--- src/rtl/axis_pad_packet_tx.sv ---
`default_nettype none
// ============================================================================
// Module  : axis_pad_packet_tx
// Purpose : Queues a raw byte stream in a FIFO and frames it into AXI-Stream
//           packets of len beats, the last k of which are zero pad. Zero
//           padding is compiled in only when PKT_TX_PAD_EN is defined.
// Rev     : 1.0  initial release
// ============================================================================

module axis_pad_packet_tx #(
    parameter int Data_width = 8,
    parameter int Depth      = 16
) (
    input  logic                  clk,
    input  logic                  rst,
    input  logic [Data_width-1:0] wr_data_i,
    input  logic                  wr_en_i,
    output logic                  wr_ready_o,
    input  logic [Data_width-1:0] len_i,
    input  logic [Data_width-1:0] k_i,
    output logic [Data_width-1:0] m_data_o,
    output logic                  m_valid_o,
    output logic                  m_last_o,
    input  logic                  m_ready_i,
    output logic                  full_o,
    output logic                  empty_o,
    output logic                  cfg_err_o
);

    localparam int              c_AW      = $clog2(Depth);
    localparam logic [c_AW:0]   c_DEPTH   = {1'b1, {c_AW{1'b0}}};
    localparam logic [c_AW:0]   c_PTR_ONE = {{c_AW{1'b0}}, 1'b1};
    localparam logic [Data_width-1:0] c_ONE = {{(Data_width-1){1'b0}}, 1'b1};
    localparam logic [31:0]     c_DEPTH_W = 32'(Depth);

    localparam logic [1:0] c_IDLE    = 2'd0;
    localparam logic [1:0] c_PAYLOAD = 2'd1;
`ifdef PKT_TX_PAD_EN
    localparam logic [1:0] c_PAD     = 2'd2;
`endif

    logic [Data_width-1:0] mem_q [Depth];
    logic [c_AW:0]         wr_ptr_q, wr_ptr_d, rd_ptr_q, rd_ptr_d;
    logic [1:0]            state_q, state_d;
    logic [Data_width-1:0] len_q, len_d, beat_cnt_q, beat_cnt_d;
    logic [Data_width-1:0] m_data_q, m_data_d;
    logic                  m_valid_q, m_valid_d, m_last_q, m_last_d;
    logic                  cfg_err_q, cfg_err_d;

    logic [c_AW:0]         w_count;
    logic                  w_wr_fire, w_pop, w_slot_free, w_illegal, w_start;
    logic [Data_width-1:0] w_k_eff, w_plen, w_plen_q, w_cnt_inc, w_rd_data;

`ifdef PKT_TX_PAD_EN
    logic [Data_width-1:0] k_q, k_d;

    assign w_k_eff   = k_i;
    assign w_plen_q  = len_q - k_q;
    assign w_illegal = (len_i == '0) || (k_i >= len_i) || (32'(w_plen) > c_DEPTH_W);
`else
    logic w_unused_k;

    assign w_unused_k = ^k_i;
    assign w_k_eff    = '0;
    assign w_plen_q   = len_q;
    assign w_illegal  = (len_i == '0) || (32'(len_i) > c_DEPTH_W);
`endif

    assign w_count     = wr_ptr_q - rd_ptr_q;
    assign full_o      = (w_count == c_DEPTH);
    assign empty_o     = (w_count == '0);
    assign wr_ready_o  = !full_o;
    assign w_wr_fire   = wr_en_i && !full_o;
    assign w_rd_data   = mem_q[rd_ptr_q[c_AW-1:0]];
    assign w_plen      = len_i - w_k_eff;
    assign w_slot_free = !m_valid_q || m_ready_i;
    assign w_cnt_inc   = beat_cnt_q + c_ONE;
    // w_plen is only meaningful once the config has been found legal
    assign w_start     = (state_q == c_IDLE) && w_slot_free && !w_illegal &&
                         (32'(w_count) >= 32'(w_plen));

    always_ff @(posedge clk) begin
        if (w_wr_fire) begin
            mem_q[wr_ptr_q[c_AW-1:0]] <= wr_data_i;
        end
    end

    always_comb begin
        state_d    = state_q;
        len_d      = len_q;
`ifdef PKT_TX_PAD_EN
        k_d        = k_q;
`endif
        beat_cnt_d = beat_cnt_q;
        m_data_d   = m_data_q;
        m_valid_d  = m_valid_q;
        m_last_d   = m_last_q;
        cfg_err_d  = cfg_err_q || ((state_q == c_IDLE) && w_illegal);
        w_pop      = 1'b0;

        case (state_q)
            c_IDLE: begin
                if (w_start) begin
                    len_d      = len_i;
`ifdef PKT_TX_PAD_EN
                    k_d        = k_i;
`endif
                    w_pop      = 1'b1;
                    m_data_d   = w_rd_data;
                    m_valid_d  = 1'b1;
                    beat_cnt_d = c_ONE;
                    m_last_d   = 1'b0;
                    if (w_plen != c_ONE) begin
                        state_d = c_PAYLOAD;
`ifdef PKT_TX_PAD_EN
                    end else if (k_i != '0) begin
                        state_d = c_PAD;
`endif
                    end else begin
                        m_last_d = 1'b1;
                    end
                end else if (w_slot_free) begin
                    m_valid_d = 1'b0;
                    m_last_d  = 1'b0;
                end
            end
            c_PAYLOAD: begin
                if (w_slot_free) begin
                    w_pop      = 1'b1;
                    m_data_d   = w_rd_data;
                    m_valid_d  = 1'b1;
                    beat_cnt_d = w_cnt_inc;
                    m_last_d   = 1'b0;
                    if (w_cnt_inc == w_plen_q) begin
`ifdef PKT_TX_PAD_EN
                        if (k_q != '0) begin
                            state_d = c_PAD;
                        end else begin
                            state_d  = c_IDLE;
                            m_last_d = 1'b1;
                        end
`else
                        state_d  = c_IDLE;
                        m_last_d = 1'b1;
`endif
                    end
                end
            end
`ifdef PKT_TX_PAD_EN
            c_PAD: begin
                if (w_slot_free) begin
                    m_data_d   = '0;
                    m_valid_d  = 1'b1;
                    beat_cnt_d = w_cnt_inc;
                    m_last_d   = (w_cnt_inc == len_q);
                    if (w_cnt_inc == len_q) begin
                        state_d = c_IDLE;
                    end
                end
            end
`endif
            default: begin
                state_d = c_IDLE;
            end
        endcase

        wr_ptr_d = wr_ptr_q + (w_wr_fire ? c_PTR_ONE : '0);
        rd_ptr_d = rd_ptr_q + (w_pop ? c_PTR_ONE : '0);
    end

    always_ff @(posedge clk or posedge rst) begin
        if (rst) begin
            state_q    <= c_IDLE;
            wr_ptr_q   <= '0;
            rd_ptr_q   <= '0;
            len_q      <= '0;
`ifdef PKT_TX_PAD_EN
            k_q        <= '0;
`endif
            beat_cnt_q <= '0;
            m_data_q   <= '0;
            m_valid_q  <= 1'b0;
            m_last_q   <= 1'b0;
            cfg_err_q  <= 1'b0;
        end else begin
            state_q    <= state_d;
            wr_ptr_q   <= wr_ptr_d;
            rd_ptr_q   <= rd_ptr_d;
            len_q      <= len_d;
`ifdef PKT_TX_PAD_EN
            k_q        <= k_d;
`endif
            beat_cnt_q <= beat_cnt_d;
            m_data_q   <= m_data_d;
            m_valid_q  <= m_valid_d;
            m_last_q   <= m_last_d;
            cfg_err_q  <= cfg_err_d;
        end
    end

    assign m_data_o  = m_data_q;
    assign m_valid_o = m_valid_q;
    assign m_last_o  = m_last_q;
    assign cfg_err_o = cfg_err_q;

endmodule

`default_nettype wire

--- config.mk ---
export PLATFORM = sky130hd
export DESIGN_NAME = axis_pad_packet_tx
export DESIGN_NICKNAME = d
export VERILOG_FILES = /design/src/rtl/axis_pad_packet_tx.sv
export SDC_FILE = /design/constraint.sdc
export NUM_CORES = 1
export LEC_CHECK = 0
export ABC_AREA = 1
export BUFFER_PORTS_ARGS = -buffer_cell sky130_fd_sc_hd__buf_2
export CORE_MARGIN = 3
export CORE_UTILIZATION = 35
export DETAILED_ROUTE_END_ITERATION = 16
export GPL_TIMING_DRIVEN = 1
export PLACE_DENSITY_LB_ADDON = 0.05
export SYNTH_ARGS = -nofsm -noshare
export SYNTH_HDL_FRONTEND = slang
export SYNTH_SLANG_ARGS = --single-unit
--- constraint.sdc ---
create_clock -name clk -period 8.24 [get_ports clk]
set_input_delay 1.648 -clock clk [delete_from_list [all_inputs] [get_ports clk]]
set_output_delay 1.648 -clock clk [all_outputs]
set_load 0.02 [all_outputs]
==> results.json <==
{
  "status": "complete, no violations",
  "cts_sinks": 166,
  "rows": 52,
  "root_buffer": "clkbuf_16",
  "power_density_mw_per_mm2": 360,
  "cts-resized-gates": 0,
  "cellLeakagePower_uw": 0.00316,
  "dr.pass1.iters": 4,
  "combPwrFrac": 0.369,
  "swShare": 0.398,
  "area_growth_pct": 13.0,
  "core_mm2": 0.0204,
  "gp_congestion": 0.784,
  "clock_latency_ns": 0.42,
  "finalHoldViolations": 0,
  "crit_arrival_ns": 3.58,
  "routed_wl_um": 17500,
  "synthAdderAreaFrac": 0.0265,
  "start_util": 0.361,
  "cts_buffer_depth": 2,
  "ys_types": 35,
  "clk_pin_slew_ns": 0.07,
  "cp_max_fo": 19,
  "final.period_utilization": 0.635,
  "vias": 4848,
  "synth_nets": 731,
  "hpwlAfterDp_um": 11200,
  "rsz0062_at_grt": "no",
  "avgSynthCellArea_um2": 10.7,
  "synth_top_family_by_area": "simple AND/OR/NAND/NOR gates",
  "hold_path_class": "reg2reg",
  "ys_seq_area_frac": 0.651,
  "clkPwrFrac": 0.255,
  "intPower_uw": 1810,
  "setup_tns_ns": 0,
  "viasPerCell": 4.85,
  "synth_xor_area_frac": 0.0141,
  "numPortBuffers": 33,
  "cts_buffers": 17,
  "seqPwrFrac": 0.376,
  "antenna_found_initial": 0,
  "max_cap_viol_count": 0,
  "cts.hold.buffers_added": 0,
  "worstRegToRegCells": 19,
  "worst_pin_slew_ns": 1.14,
  "postCtsSetupRepairBufs": 0,
  "cts_tree": "yes",
  "endpoint_kind": "primary output",
  "drc_errors": 0,
  "synthSimpleGateAreaFrac": 0.163,
  "synth-seq-cells": 166,
  "antennaDiodeCount": 0,
  "ir_worst_vdd_v": 0.000196,
  "grt_pass1_vias": 4799,
  "die_x_um": 151,
  "finalNetCount": 760,
  "grt_usage": 0.163,
  "drt-wirelength-per-cell_um": 17.5,
  "clock.fmax_mhz": 191,
  "finClkSkew_ns": 0.0128,
  "dp_slack_ns": 3.39,
  "synth.mux.area_fraction": 0,
  "setup_viol": 0,
  "yosysWarnings": 0,
  "drt-initial-drc-count": 377,
  "grt_start_max_net_pins": 68,
  "ant_nets": 0,
  "crit_type": "reg2out",
  "grt_pass1_wl_um": 27300,
  "post-route-min-period_ns": 5.23,
  "synth_compound_area_frac": 0.0992,
  "htree_levels": 4,
  "ioPinCount": 42,
  "slew_headroom": 0.237,
  "die_area_mm2": 0.0228,
  "drive_gt1_frac": 0.125,
  "switching_power_uw": 1190,
  "globalRouteOverflowTotal": 0,
  "fin_ws_ns": 3.01,
  "crit_path_start_kind": "flop",
  "die_h_um": 151,
  "synth_area_mm2": 0.00737,
  "required_ns": 6.59,
  "slew_violations": 0,
  "synthCells": 688,
  "min_path_cells": 2
}
## cells by family after synthesis
| group | Yosys count |
|---|---|
| DFF | 166 |
| and+or+nand+nor | 286 |
| AOI/OAI and AO/OA | 131 |
| adders and majority gates | 15 |
| buffers and inverters | 79 |
| xor gates and xnor gates | 11 |
## final timing paths
kind | start | end | slack (ns)
max | rd_ptr_q[2]$_DFF_PP0_ | empty_o | 3.01
min | m_data_o[2]$_DFFE_PP0P_ | m_data_o[2]$_DFFE_PP0P_ | 0.48
max reg2reg | rd_ptr_q[2]$_DFF_PP0_ | rd_ptr_q[4]$_DFF_PP0_ | 3.55
min reg2reg | m_data_o[2]$_DFFE_PP0P_ | m_data_o[2]$_DFFE_PP0P_ | 0.48
max in group asynchronous | rst | rd_ptr_q[0]$_DFF_PP0_ | 6.51
min in group asynchronous | rst | beat_cnt_q[3]$_DFFE_PP0P_ | 1.36
## worst max-delay path, stage by stage, from the launching register on
cell and delay (ns):
dfrtp_1 0.79, clkinv_1 0.85, ha_1 0.65, a21oi_1 0.09
o21bai_1 0.16, xor2_1 0.27, inv_1 0.09, nor2_1 0.10
buf_2 0.17
## per-stage QoR
stage	instances	power (µW)	cell area (µm²)	hold slack, ns	util
after CTS	1000	3040	8320	0.485	0.407
after detailed placement	968	2270	7750	0.465	0.380
after global placement	968	2250	7750	0.453	0.380
after floorplan	688	1930	7370	0.464	-
after global routing	1000	3240	8320	0.492	0.407
final	1000	3000	8320	0.476	0.407
## flip-flops by register name, summed over array words and instances, names as in the netlist
signal and count:
beat_cnt_q 8, cfg_err_o 1, len_q 8, m_data_o 8
m_last_o 1, m_valid_o 1, mem_q 128, rd_ptr_q 5
state_q 1, wr_ptr_q 5
## Yosys cell counts, drive strengths merged
cell type    n  area (µm²)
xor2         8        77.6
o221ai       3        26.3
o21bai       2        15.0
o211ai      14         105
nor2       125         504
o22ai       19         119
nor3         1        10.0
xnor2        3        26.3
fa           1        20.0
inv         51         191
dfrtp       38         951
and2         1        6.26
nand4        1        6.26
nand3       41         210
ha          14         175
clkbuf      10        37.5
nand3b       2        15.0
a21oi        6        30.0
buf         17         110
clkinv       1        3.75
nand2      115         449
edfxtp     128        3840
o21ai       87         435
## cell type report
cell class / instances / area, µm²
Fill cell: 1991 / 12100
Sequential cell: 166 / 4800
Multi-Input combinational cell: 443 / 2230
Clock buffer: 17 / 425
Tap cell: 270 / 338
Timing Repair Buffer: 37 / 195
Inverter: 52 / 195
Clock inverter: 15 / 143
## power by group through the flow
stage	clock, µW	sequential [µW]	combinational (µW)
finish	766	1130	1110
CTS	781	1130	1130
global route	824	1140	1270
global placement	0	1140	1110
detailed placement	0	1150	1130
floorplan	0	1130	799
## routing by layer
metal / track usage / wire, µm / share of wire / vias up
met4: 0.0431 / 202 / 0.012 / 0
met5: 0 / 0 / 0 / -
met1: 0.219 / 8170 / 0.47 / 2319
met2: 0.270 / 8510 / 0.48 / 91
li1: - / - / - / 2429
met3: 0.0311 / 663 / 0.038 / 9
## placed cells by master, fill, tap and decap left out, types with 3 or more instances in the layout
master     netlist  routed
edfxtp_1       128     128
nor2_1         113     113
nand2_1        112     112
o21ai_0         82      82
inv_1           46      46
nand3_1         40      40
dfrtp_1         38      37
buf_2           12      33
o22ai_1         19      19
clkbuf_16        0      17
o211ai_1        14      14
ha_1            14      14
nor2_2          11      11
xor2_1           7       7
a21oi_1          6       6
inv_2            5       5
o21ai_1          5       5
clkinv_4         0       4
inv_6            0       4
buf_4            2       4
clkinv_1         1       3
xnor2_1          3       3
o221ai_1         3       3
Note: power is estimated with default switching activity, not from simulation.
